<file path="src/rtl/dp_issue_ctrl_if.sv">
// Bundle of instruction-offer, ALU-drive and writeback signals for dp_issue_ctrl.
// slave = the sequencer itself; master = decode stage, ALU and register file side.
interface dp_issue_ctrl_if #(
   parameter int WIDTH = 32
);
   logic             instr_valid;
   logic             instr_ready;
   logic [31:0]      instr;
   logic [WIDTH-1:0] rn_data;
   logic [WIDTH-1:0] op2_data;
   logic             shifter_carry;
   logic [WIDTH-1:0] alu_a;
   logic [WIDTH-1:0] alu_b;
   logic [4:0]       alu_opcode;
   logic             alu_carry;
   logic [WIDTH-1:0] alu_result;
   logic             alu_z;
   logic             alu_n;
   logic             alu_c;
   logic             alu_v;
   logic             wb_valid;
   logic [3:0]       wb_rd;
   logic [WIDTH-1:0] wb_data;
   logic [3:0]       flags;
   logic             cond_skip;

   modport slave (
      input  instr_valid, instr, rn_data, op2_data, shifter_carry,
      input  alu_result, alu_z, alu_n, alu_c, alu_v,
      output instr_ready, alu_a, alu_b, alu_opcode, alu_carry,
      output wb_valid, wb_rd, wb_data, flags, cond_skip
   );

   modport master (
      output instr_valid, instr, rn_data, op2_data, shifter_carry,
      output alu_result, alu_z, alu_n, alu_c, alu_v,
      input  instr_ready, alu_a, alu_b, alu_opcode, alu_carry,
      input  wb_valid, wb_rd, wb_data, flags, cond_skip
   );
endinterface

</file>
<file path="src/rtl/dp_issue_ctrl.sv">
// Issue sequencer for ARM data-processing ops: condition check, ALU drive, writeback, NZCV.
// Optional macro DP_FLAG_FWD_EN: accept in WB with flag bypass (one instruction per 2 cycles).
module dp_issue_ctrl #(
   parameter int WIDTH = 32
) (
   input  logic            clk,
   input  logic            reset,
   dp_issue_ctrl_if.slave  bus
);
   typedef enum logic [1:0] {S_IDLE, S_EXEC, S_WB} state_t;

   state_t           r_state;
   state_t           w_state_next;
   logic             w_ready;
   logic             w_accept;
   logic             w_pass;
   logic [3:0]       w_op;
   logic [3:0]       w_cur_flags;
   logic [3:0]       w_flags_new;
   logic             w_upd;
   logic             w_arith;
   logic             w_cmp;
   logic             w_unused_bits;

   logic [WIDTH-1:0] r_alu_a;
   logic [WIDTH-1:0] r_alu_b;
   logic [4:0]       r_alu_opcode;
   logic             r_alu_carry;
   logic [3:0]       r_op;
   logic             r_s;
   logic [3:0]       r_rd;
   logic             r_shc;
   logic [WIDTH-1:0] r_res;
   logic             r_ln, r_lz, r_lc, r_lv;
   logic [3:0]       r_flags;
   logic             r_skip;

   function automatic logic cond_pass(input logic [3:0] c, input logic [3:0] f);
      logic n, z, cy, v;
      {n, z, cy, v} = f;
      case (c)
         4'h0:    cond_pass = z;
         4'h1:    cond_pass = !z;
         4'h2:    cond_pass = cy;
         4'h3:    cond_pass = !cy;
         4'h4:    cond_pass = n;
         4'h5:    cond_pass = !n;
         4'h6:    cond_pass = v;
         4'h7:    cond_pass = !v;
         4'h8:    cond_pass = cy & !z;
         4'h9:    cond_pass = !cy | z;
         4'hA:    cond_pass = (n == v);
         4'hB:    cond_pass = (n != v);
         4'hC:    cond_pass = !z & (n == v);
         4'hD:    cond_pass = z | (n != v);
         4'hE:    cond_pass = 1'b1;
         default: cond_pass = 1'b0;
      endcase
   endfunction

   assign w_op          = bus.instr[24:21];
   assign w_unused_bits = ^{bus.instr[27:25], bus.instr[19:16], bus.instr[11:0]};

   // Flag update for the instruction currently in WB
   assign w_cmp       = (r_op[3:2] == 2'b10);
   assign w_arith     = (r_op[3:2] == 2'b01) | (r_op[3:1] == 3'b001) | (r_op[3:1] == 3'b101);
   assign w_upd       = (r_state == S_WB) & (r_s | w_cmp);
   assign w_flags_new = {r_ln, r_lz, w_arith ? r_lc : r_shc, w_arith ? r_lv : r_flags[0]};

`ifdef DP_FLAG_FWD_EN
   assign w_cur_flags = w_upd ? w_flags_new : r_flags;
`else
   assign w_cur_flags = r_flags;
`endif

   assign w_pass = cond_pass(bus.instr[31:28], w_cur_flags);

   always_ff @(posedge clk) begin
      if (reset) r_state <= S_IDLE;
      else       r_state <= w_state_next;
   end

   always_comb begin
      w_state_next = r_state;
      w_ready      = 1'b0;
      case (r_state)
         S_IDLE: w_ready = 1'b1;
         S_EXEC: w_state_next = S_WB;
         S_WB: begin
            w_state_next = S_IDLE;
`ifdef DP_FLAG_FWD_EN
            w_ready = 1'b1;
`endif
         end
         default: w_state_next = S_IDLE;
      endcase
      w_ready  = w_ready & !reset;
      w_accept = bus.instr_valid & w_ready;
      if (w_accept && w_pass) w_state_next = S_EXEC;
   end

   always_ff @(posedge clk) begin
      if (reset) begin
         r_alu_a      <= '0;
         r_alu_b      <= '0;
         r_alu_opcode <= '0;
         r_alu_carry  <= 1'b0;
         r_op         <= '0;
         r_s          <= 1'b0;
         r_rd         <= '0;
         r_shc        <= 1'b0;
         r_res        <= '0;
         {r_ln, r_lz, r_lc, r_lv} <= '0;
         r_flags      <= '0;
         r_skip       <= 1'b0;
      end else begin
         r_skip <= w_accept & !w_pass;
         if (w_accept && w_pass) begin
            r_alu_a <= bus.rn_data;
            r_alu_b <= bus.op2_data;
            case (w_op)
               4'b1000: r_alu_opcode <= 5'b00000;
               4'b1001: r_alu_opcode <= 5'b00001;
               4'b1010: r_alu_opcode <= 5'b00010;
               4'b1011: r_alu_opcode <= 5'b00100;
               default: r_alu_opcode <= {1'b0, w_op};
            endcase
            r_alu_carry <= (w_op == 4'b0101 || w_op == 4'b0110 || w_op == 4'b0111) ?
                           w_cur_flags[1] : bus.shifter_carry;
            r_op  <= w_op;
            r_s   <= bus.instr[20];
            r_rd  <= bus.instr[15:12];
            r_shc <= bus.shifter_carry;
         end
         if (r_state == S_EXEC) begin
            r_res <= bus.alu_result;
            {r_ln, r_lz, r_lc, r_lv} <= {bus.alu_n, bus.alu_z, bus.alu_c, bus.alu_v};
         end
         if (w_upd) r_flags <= w_flags_new;
      end
   end

   assign bus.instr_ready = w_ready;
   assign bus.alu_a       = r_alu_a;
   assign bus.alu_b       = r_alu_b;
   assign bus.alu_opcode  = r_alu_opcode;
   assign bus.alu_carry   = r_alu_carry;
   assign bus.wb_valid    = (r_state == S_WB) & !w_cmp;
   assign bus.wb_rd       = r_rd;
   assign bus.wb_data     = r_res;
   assign bus.flags       = r_flags;
   assign bus.cond_skip   = r_skip;
endmodule

</file>
<file path="src/flat_wrapper.sv">
// flat-port wrapper written by rule: the top's interface ports become plain ports
module dp_issue_ctrl_flat 
#(
   parameter int WIDTH = 32
)
  (clk, reset, bus_instr_valid, bus_instr, bus_rn_data, bus_op2_data, bus_shifter_carry, bus_alu_result, bus_alu_z, bus_alu_n, bus_alu_c, bus_alu_v, bus_instr_ready, bus_alu_a, bus_alu_b, bus_alu_opcode, bus_alu_carry, bus_wb_valid, bus_wb_rd, bus_wb_data, bus_flags, bus_cond_skip);
  dp_issue_ctrl_if #(.WIDTH(WIDTH)) bus_i ();
  input  logic clk;
  input  logic reset;
  input wire logic [$bits(bus_i.instr_valid)-1:0] bus_instr_valid;
  input wire logic [$bits(bus_i.instr)-1:0] bus_instr;
  input wire logic [$bits(bus_i.rn_data)-1:0] bus_rn_data;
  input wire logic [$bits(bus_i.op2_data)-1:0] bus_op2_data;
  input wire logic [$bits(bus_i.shifter_carry)-1:0] bus_shifter_carry;
  input wire logic [$bits(bus_i.alu_result)-1:0] bus_alu_result;
  input wire logic [$bits(bus_i.alu_z)-1:0] bus_alu_z;
  input wire logic [$bits(bus_i.alu_n)-1:0] bus_alu_n;
  input wire logic [$bits(bus_i.alu_c)-1:0] bus_alu_c;
  input wire logic [$bits(bus_i.alu_v)-1:0] bus_alu_v;
  output wire logic [$bits(bus_i.instr_ready)-1:0] bus_instr_ready;
  output wire logic [$bits(bus_i.alu_a)-1:0] bus_alu_a;
  output wire logic [$bits(bus_i.alu_b)-1:0] bus_alu_b;
  output wire logic [$bits(bus_i.alu_opcode)-1:0] bus_alu_opcode;
  output wire logic [$bits(bus_i.alu_carry)-1:0] bus_alu_carry;
  output wire logic [$bits(bus_i.wb_valid)-1:0] bus_wb_valid;
  output wire logic [$bits(bus_i.wb_rd)-1:0] bus_wb_rd;
  output wire logic [$bits(bus_i.wb_data)-1:0] bus_wb_data;
  output wire logic [$bits(bus_i.flags)-1:0] bus_flags;
  output wire logic [$bits(bus_i.cond_skip)-1:0] bus_cond_skip;
  assign bus_i.instr_valid = bus_instr_valid;
  assign bus_i.instr = bus_instr;
  assign bus_i.rn_data = bus_rn_data;
  assign bus_i.op2_data = bus_op2_data;
  assign bus_i.shifter_carry = bus_shifter_carry;
  assign bus_i.alu_result = bus_alu_result;
  assign bus_i.alu_z = bus_alu_z;
  assign bus_i.alu_n = bus_alu_n;
  assign bus_i.alu_c = bus_alu_c;
  assign bus_i.alu_v = bus_alu_v;
  assign bus_instr_ready = bus_i.instr_ready;
  assign bus_alu_a = bus_i.alu_a;
  assign bus_alu_b = bus_i.alu_b;
  assign bus_alu_opcode = bus_i.alu_opcode;
  assign bus_alu_carry = bus_i.alu_carry;
  assign bus_wb_valid = bus_i.wb_valid;
  assign bus_wb_rd = bus_i.wb_rd;
  assign bus_wb_data = bus_i.wb_data;
  assign bus_flags = bus_i.flags;
  assign bus_cond_skip = bus_i.cond_skip;
  dp_issue_ctrl #(.WIDTH(WIDTH)) u_core (.clk(clk), .reset(reset), .bus(bus_i));
endmodule
</file>
<file path="config.mk">
export PLATFORM = sky130hd
export DESIGN_NAME = dp_issue_ctrl_flat
export DESIGN_NICKNAME = d
export VERILOG_FILES = /design/src/rtl/dp_issue_ctrl_if.sv /design/src/rtl/dp_issue_ctrl.sv /design/src/flat_wrapper.sv
export SDC_FILE = /design/constraint.sdc
export NUM_CORES = 1
export LEC_CHECK = 0
export ABC_AREA = 1
export CORE_AREA = 4 4 123 125
export DETAILED_ROUTE_END_ITERATION = 7
export DIE_AREA = 0 0 127 129
export PLACE_DENSITY = 0.76
export SLEW_MARGIN = 10
export SYNTH_ARGS = -nofsm -noshare
export SYNTH_HDL_FRONTEND = slang
export SYNTH_SLANG_ARGS = --single-unit
</file>
<file path="constraint.sdc">
create_clock -name clk -period 1.5 [get_ports clk]
set_input_delay 0.45 -clock clk [delete_from_list [all_inputs] [get_ports clk]]
set_output_delay 0.45 -clock clk [all_outputs]
set_load 0.1 [all_outputs]
</file>
Word-level counts from Yosys, hierarchy flattened
Index checks and enable logic that the tools add are counted.

Equal/unequal tests: 30. Mux-type cells: 7. Bitwise gates (word level): 12. Reduce and logical (&&, ||, !) cells: 14.

Operators by type and width (number): == test 4 bit (second input constant) (11); == test 4 x 3 -> 1 bit (second input constant) (7); one-hot mux 4 bit (4 select lines) (1); one-hot mux 1 bit (15 select lines) (1); == test 4 x 2 -> 1 bit (second input constant) (2); AND 1 bit (7); logical NOT 1 bit (7); OR 1 bit (5); == test 2 x 1 -> 1 bit (second input constant) (2); == test 2 bit (second input constant) (2); == test 4 x 1 -> 1 bit (second input constant) (1); logical NOT 4 bit (1); 2-to-1 mux 1 bit (4); one-hot mux 2 bit (2 select lines) (1); == test 3 x 1 -> 1 bit (second input constant) (1); == test 3 bit (second input constant) (1); logical NOT 2 bit (1); logical OR 1 bit (2); != test 2 x 1 -> 1 bit (second input constant) (1); AND reduction 2 bit (1); OR reduction 2 bit (1); == test 1 bit (1); logical AND 1 bit (1); != test 1 bit (1).

Register bits: 123. Input port bits: 136. Logic and storage cells: 81.

Logic depth before layout (Yosys ltp)
Gate-level depths: netlist (run 1).

Depth after elaboration: 6. Mapped depth: 15.

Worst setup path before layout (run 1)
No wires, ideal clock.

Path type: input to register. From: input port reset. To: register u_core.r_alu_a[28], in the netlist u_core.bus.alu_a[28]. Setup time: 117 ps. Arrival time: 3470 ps. Required time: 1383 ps. Setup slack: -2087 ps. Stages on the path: 8. Buffers on the path: 2. Path through: nor3_1 > nand2_1 > inv_1 > buf_2 > buf_2 > nand3b_1 > nand2_1 > nor2_1.

Longest elaborated chain between the ends: 4.

RTL lines: start: declaration (RTL line flat_wrapper.sv:9) `input logic reset;`; logical NOT 1 bit (RTL line dp_issue_ctrl.sv:97) `w_ready = w_ready & !reset;`; AND 1 bit (RTL line dp_issue_ctrl.sv:97); AND 1 bit (RTL line dp_issue_ctrl.sv:98) `w_accept = bus.instr_valid & w_ready;`; logical AND 1 bit (RTL line dp_issue_ctrl.sv:118) `if (w_accept && w_pass) begin`; end signal: assignment (RTL line dp_issue_ctrl.sv:119) `r_alu_a <= bus.rn_data;`; end: declaration (RTL line dp_issue_ctrl.sv:25) `logic [WIDTH-1:0] r_alu_a;`.

Parallel ways exist; a longest one is shown, timed or not. A chain may end at the register's enable or synchronous reset.

Final worst setup path (run 1)
From: register u_core.r_state[0]. To: output port bus_wb_valid.

Longest elaborated chain between the ends: 2.

RTL lines: start: declaration (RTL line dp_issue_ctrl.sv:12) `state_t r_state;`; start signal: assignment (RTL line dp_issue_ctrl.sv:80) `else r_state <= w_state_next;`; == test 2 bit (RTL line dp_issue_ctrl.sv:148) `assign bus.wb_valid = (r_state == S_WB) & !w_cmp;`; AND 1 bit (RTL line dp_issue_ctrl.sv:148); end: declaration (RTL line flat_wrapper.sv:25) `output wire logic [$bits(bus_i.wb_valid)-1:0] bus_wb_valid;`.

No other way between the ends.

==> reports/metrics.cfg, run 1 <==
[flow_run]
max-cap-violations=0

[clocking]
tritoncts_clock_tree=yes
cts-root-buf=sky130_fd_sc_hd__clkbuf_16
cts_htree_levels=4
clk-insertion-delay-late_ps=420
cts_buffers=17
tritoncts_num_sinks=121
clk_pin_slew_ps=50
max-clock-path-buffers=2

[grt]
first_global_vias=5561
grt_antenna_before_repair=0
largest_net_degree_at_the_start_of_global_routing=77
grt-ovfl-total=0
first_pass_grt_wire_length_um=28740
grtUsageTotal=0.2245

[critical_path]
crit_cells=5
worst_setup_path_start_kind=flip-flop
critical_path.endpoint_type=primary output
destination_of_the_critical_timing_path=bus_wb_valid
path_buf_inv=3
reg2regPathDepth=13
critical-path-top-delay-family=buffers and inverters
path_cells=buf_6 > nor2_4 > inv_2 > a21oi_4 > buf_12
crit_path_top_delay_cell=sky130_fd_sc_hd__dfxtp_2
crit_path_max_cell_delay_ps=330
cp-startpoint=u_core.r_state[0]
worstPathRequired_ps=1050
timing.rr.start=u_core.bus.flags[3]
regToRegSetupSlack_ps=-250
critical_path_peak_fanout=2
crit_type=flip-flop to primary output
cp_data_arrival_time_ps=1310
worst_r2r_endpoint=u_core.bus.alu_b[16]

[synth]
syn-num-nets=812
postSynthCellCount=676
synth_area_per_cell_sq_um=7.330
synthesis.yosys.warnings=0
netlist-cell-type-count=20
ys_seq_elements=121
seq_area_frac_synth=0.4889
synth_area_sq_um=4955

[route]
detailroute.via_count=5508
drtAntennaViolNets=0
via_per_inst=4.883
detailedRoute.firstPassIterationCount=4
drtIter0Drc=287
routedWlPerCell_um=17.29
drt_drc_violations_left=0
total_routed_length_um=19500

[final_layout]
stdcell_count=1128
nets=1071
area_delta_synth_final_pct=115.4
fill_cells=845
diodes=0
layout_commonest_cell=sky130_fd_sc_hd__nor2_1
layout-drive-gt1-share=0.4103
final_cell_mix=140 x sky130_fd_sc_hd__nor2_1, 132 x sky130_fd_sc_hd__buf_12, 111 x sky130_fd_sc_hd__clkdlybuf4s50_1

[pwr]
cell_internal_pwr_mw=7.878
combinationalPowerShare=0.320
worst_vdd_ir_mv=1.120
static-leakage-power_nw=4.319
clock_power_share=0.365
powerDensity_nw_per_um2=1101
power.share.switching=0.3295
p_seq_frac=0.315
power_switching_mw=3.871

[die]
start_util=0.3569
core_region_area_sq_um=13880
ios=249
die_height_um=129
area_of_the_die_sq_um=16380
row_count=43
die-width_um=127

[timing]
fin_ws_ps=-262.8
finalCritPeriodShare=1.175
skew_ps=7.866
finalSetupViolations=83
finalHoldWorstSlack_ps=472.1
grt_setup_unrepaired=true
hold_violations=0
period_needed_ps=1763
slew_violations=0
achievable-frequency_mhz=567.3

[worst_hold_path]
hp-class=flip-flop to flip-flop

[place]
port_buffers=228
placed_cells=1071
dpl.hpwl_um=11530
gp_routability_congestion=0.8208

[run_status]
run_status=finished with violations
violations=negative setup slack

worst min path at each step:
stage                   start             end  slack [ps]  cells after the start
3_5_place_dp      u_core.r_lz     u_core.r_lz         460                      2
6_report          u_core.r_lz     u_core.r_lz         470                      2
5_1_grt        u_core.r_op[1]  u_core.r_op[1]         500                      2
3_3_place_gp   u_core.r_op[2]  u_core.r_op[2]         460                      2
4_1_cts           u_core.r_lz     u_core.r_lz         480                      2
2_1_floorplan  u_core.r_op[2]  u_core.r_op[2]         440                      2
power by group through the flow:
stage | clock [mW] | sequential, mW | combinational [mW]
final | 4.28 | 3.70 | 3.76
after CTS | 4.31 | 3.66 | 3.64
after detailed placement | 0 | 3.68 | 3.18
after global placement | 0 | 3.67 | 3.16
after global routing | 4.48 | 3.73 | 3.90
after floorplan | 0 | 4.85 | 0.655
cells by family (layout without fill, tap and decap cells):
logic type	count (synthesis)	count (layout)	share of synthesized area
simple gates	432	432	0.3879
flops	121	121	0.4889
buf+inv	68	340	0.06717
compound gates	54	54	0.05530
other cells	1	1	0.0007568
what timing repair did:
action	CTS	global route
hold buffers	0	0
pin swaps	43	40
buffers inserted	12	6
endpoints found under the setup margin	86	105
gates cloned	14	1
resized for setup	181	139
worst min-delay path, stage by stage (launching register included):
cell and delay (ps):
sky130_fd_sc_hd__dfxtp_1 320, sky130_fd_sc_hd__nor2_1 40, sky130_fd_sc_hd__nor2_1 80
cell type report:
cell class	instances	area, sq um	area share
Timing Repair inverter	1	16.27	0.001524
Tap cell	180	225.2	0.02110
Clock inverter	9	145.1	0.01360
Inverter	24	122.6	0.01149
Timing Repair Buffer	283	4284	0.4014
Sequential cell	121	2525	0.2365
Multi-Input combinational cell	487	2888	0.2705
Clock buffer	23	467.9	0.04384
metrics by stage:
step / power (mW) / area [sq um] / TNS [ps] / util / worst slack, ps
2_1_floorplan: 5.509 / 5001 / -46510 / - / -616.2
3_3_place_gp: 6.824 / 8711 / -64150 / 0.6275 / -732.1
3_5_place_dp: 6.863 / 8711 / -70390 / 0.6275 / -824.2
4_1_cts: 11.60 / 10300 / -14100 / 0.7422 / -294.7
5_1_grt: 12.11 / 10670 / -25150 / 0.7690 / -356.6
6_report: 11.75 / 10670 / -16010 / 0.7690 / -262.8
routing by layer:
metal / track usage / vias to the layer above / share of wire
li1: - / 2663 / -
met1: 0.2465 / 2573 / 0.37
met2: 0.3969 / 239 / 0.52
met3: 0.08593 / 33 / 0.083
met4: 0.07950 / 0 / 0.022
met5: 0 / - / 0
sequential cells by signal (all words and copies together) (netlist names):
register / count
u_core.bus.alu_a: 32
u_core.bus.alu_b: 32
u_core.bus.wb_data: 32
u_core.bus.alu_opcode: 4
u_core.bus.flags: 4
u_core.bus.wb_rd: 4
u_core.r_op: 3
u_core.r_state: 2
u_core.bus.alu_carry: 1
u_core.bus.cond_skip: 1
u_core.r_lc: 1
u_core.r_ln: 1
u_core.r_lv: 1
u_core.r_lz: 1
u_core.r_s: 1
u_core.r_shc: 1
cell usage after synthesis, drive strengths merged:
| master | n | area share |
|---|---|---|
| a21oi | 9 | 0.0091 |
| a221oi | 1 | 0.0018 |
| buf | 25 | 0.035 |
| clkbuf | 19 | 0.014 |
| clkinv | 2 | 0.0015 |
| conb | 1 | 0.00076 |
| dfxtp | 121 | 0.49 |
| inv | 22 | 0.017 |
| nand2 | 113 | 0.088 |
| nand3 | 15 | 0.015 |
| nand3b | 71 | 0.11 |
| nor2 | 231 | 0.18 |
| nor3 | 2 | 0.0020 |
| o21ai | 44 | 0.044 |
Note: power is estimated with default switching activity, not from simulation.
==> run 2: changes to the inputs <==
--- a/config.mk
+++ b/config.mk
@@ -6,10 +6,10 @@
 export NUM_CORES = 1
 export LEC_CHECK = 0
 export ABC_AREA = 1
-export CORE_AREA = 4 4 123 125
+export CORE_AREA = 4 4 124 126
 export DETAILED_ROUTE_END_ITERATION = 7
-export DIE_AREA = 0 0 127 129
-export PLACE_DENSITY = 0.76
+export DIE_AREA = 0 0 128 130
+export PLACE_DENSITY = 0.75
 export SLEW_MARGIN = 10
 export SYNTH_ARGS = -nofsm -noshare
 export SYNTH_HDL_FRONTEND = slang
==> reports/metrics.cfg, run 2 (synthesis results as in run 1) <==
[run_status]
run_status=finished with violations
violations=negative setup slack

[critical_path]
timing.rr.start=u_core.bus.flags[0]
cp_data_arrival_time_ps=2060  ; +750 ps
critical_path.endpoint_type=flip-flop
critical_path_peak_fanout=8  ; +6
worst_setup_path_start_kind=flip-flop
cp-startpoint=u_core.bus.flags[0]
crit_type=flip-flop to flip-flop
worstPathRequired_ps=1800  ; +750 ps

[final_layout]
final_core_utilization=0.7510  ; -0.01801
layout-drive-gt1-share=0.4002  ; -0.01013
final_cell_mix=151 x sky130_fd_sc_hd__nor2_1, 130 x sky130_fd_sc_hd__buf_12, 111 x sky130_fd_sc_hd__clkdlybuf4s50_1
diodes=0  ; unchanged
layout_commonest_cell=sky130_fd_sc_hd__nor2_1
fill_cells=924  ; +9.3%
area_delta_synth_final_pct=116.9
nets=1082  ; +1.0%
design_area_sq_um=10750  ; +0.70%

[grt]
grtUsageTotal=0.2300  ; +0.005465
grt_antenna_before_repair=0  ; unchanged
largest_net_degree_at_the_start_of_global_routing=43  ; -44%
grt-ovfl-total=0  ; unchanged
first_global_vias=5663  ; +1.8%
first_pass_grt_wire_length_um=29660  ; +3.2%

[place]
gp_routability_congestion=0.8053  ; -1.9%
total_cell_area_at_the_placement_stage_sq_um=8803  ; +1.1%
dpl.hpwl_um=11790  ; +2.2%
port_buffers=228  ; unchanged
place_ws_ps=-785.7  ; +38.59 ps

[flow_run]
max-cap-violations=0  ; unchanged

[clocking]
cts_hold_repair.buffers=0  ; unchanged
max-clock-path-buffers=2  ; unchanged
cts_htree_levels=4  ; unchanged
tritoncts_num_sinks=121  ; unchanged
tritoncts_clock_tree=yes
clk_pin_slew_ps=60  ; about the same
cts_buffers=17  ; unchanged
cts-root-buf=sky130_fd_sc_hd__clkbuf_16
clk-insertion-delay-late_ps=410  ; about the same

[die]
ios=249  ; unchanged
die-width_um=128  ; +0.79%
start_util=0.3462  ; -0.01080
core_region_area_sq_um=14310  ; +3.1%
row_count=44  ; +2.3%
area_of_the_die_sq_um=16640  ; +1.6%
die_height_um=130  ; +0.78%

[timing]
skew_ps=10.19  ; +2.321 ps
achievable-frequency_mhz=569.7  ; +0.43%
slew_violations=0  ; unchanged
hold_violations=0  ; unchanged
setup_total_negative_slack_ps=-15960  ; +54.30 ps
fin_ws_ps=-255.2  ; +7.587 ps
finalCritPeriodShare=1.170  ; -0.005058
finalSetupViolations=85  ; +2.4%
grt_setup_unrepaired=true
period_needed_ps=1755  ; -7.587 ps

[route]
drt_drc_violations_left=0  ; unchanged
total_routed_length_um=19600  ; +0.53%
drtIter0Drc=306  ; +6.6%
via_per_inst=4.870  ; -0.26%
detailroute.via_count=5557  ; +0.89%
drtAntennaViolNets=0  ; unchanged
detailedRoute.firstPassIterationCount=4  ; unchanged
routedWlPerCell_um=17.18  ; -0.61%

[worst_hold_path]
min-delay-start=u_core.r_lc
hp-class=flip-flop to flip-flop

[pwr]
worst_vdd_ir_mv=0.6796  ; -39%
post-layout-total-power_mw=11.66  ; -0.79%
static-leakage-power_nw=4.389  ; +1.6%
powerDensity_nw_per_um2=1084  ; -1.5%

-- run 2: worst max-delay path: stages, from the launching register on --
cell	delay (ps)
sky130_fd_sc_hd__dfxtp_4	380
sky130_fd_sc_hd__inv_4	50
sky130_fd_sc_hd__buf_4	130
sky130_fd_sc_hd__nand2_2	70
sky130_fd_sc_hd__nand2_1	50
sky130_fd_sc_hd__nand2_1	60
sky130_fd_sc_hd__nand3_2	80
sky130_fd_sc_hd__nor2_4	130
sky130_fd_sc_hd__nand2_4	90
sky130_fd_sc_hd__nand2_4	110
sky130_fd_sc_hd__inv_8	60
sky130_fd_sc_hd__buf_6	130
sky130_fd_sc_hd__buf_12	150
sky130_fd_sc_hd__nor2_4	100
sky130_fd_sc_hd__nor2_2	50
-- run 2: cell type report --
cell class	instances	area (sq um)	area share
clock buffer	23	509.2	0.04737
clock inverter	7	88.84	0.008264
inverter	24	107.6	0.01001
multi-input combinational	487	2805	0.2610
sequential	121	2517	0.2342
tap	184	230.2	0.02142
timing repair buffer	295	4491	0.4178
-- run 2: stage by stage --
step	cells	hold WS (ps)
global route	1141	493.6
finish	1141	460.6
CTS	1139	466.9
floorplan	676	440.3
detailed placement	1080	459.3
global placement	1080	452.7
-- run 2: routing by layer --
layer / global-route usage / share of wire / vias to the layer above
met1: 0.2532 / 0.37 / 2598
met3: 0.08596 / 0.091 / 44
li1: - / - / 2680
met5: 0 / 0 / -
met4: 0.09176 / 0.027 / 0
met2: 0.4023 / 0.51 / 235
-- run 2: timing repair --
item                                    in CTS  in global routing
gates resized for setup                    215                 65
cloned                                      16                  1
endpoints found under the setup margin      86                141
pin swaps                                   50                 15
setup buffers                               14                  3
-- run 2: path summary, 6_finish.rpt --
check                           cells past startpoint                   end  slack [ps]
worst max-delay path                               14  u_core.bus.alu_a[18]        -260
worst min-delay path                                2   u_core.bus.flags[1]         460
worst max register to register                     14  u_core.bus.alu_a[18]        -260
worst min register to register                      2   u_core.bus.flags[1]         460
-- run 2: power by group --
part | leakage [nW] | internal [mW] | switching [mW]
Combinational | 3.07 | 1.64 | 2.18
Clock | 0.300 | 2.69 | 1.46
Sequential | 1.02 | 3.43 | 0.260
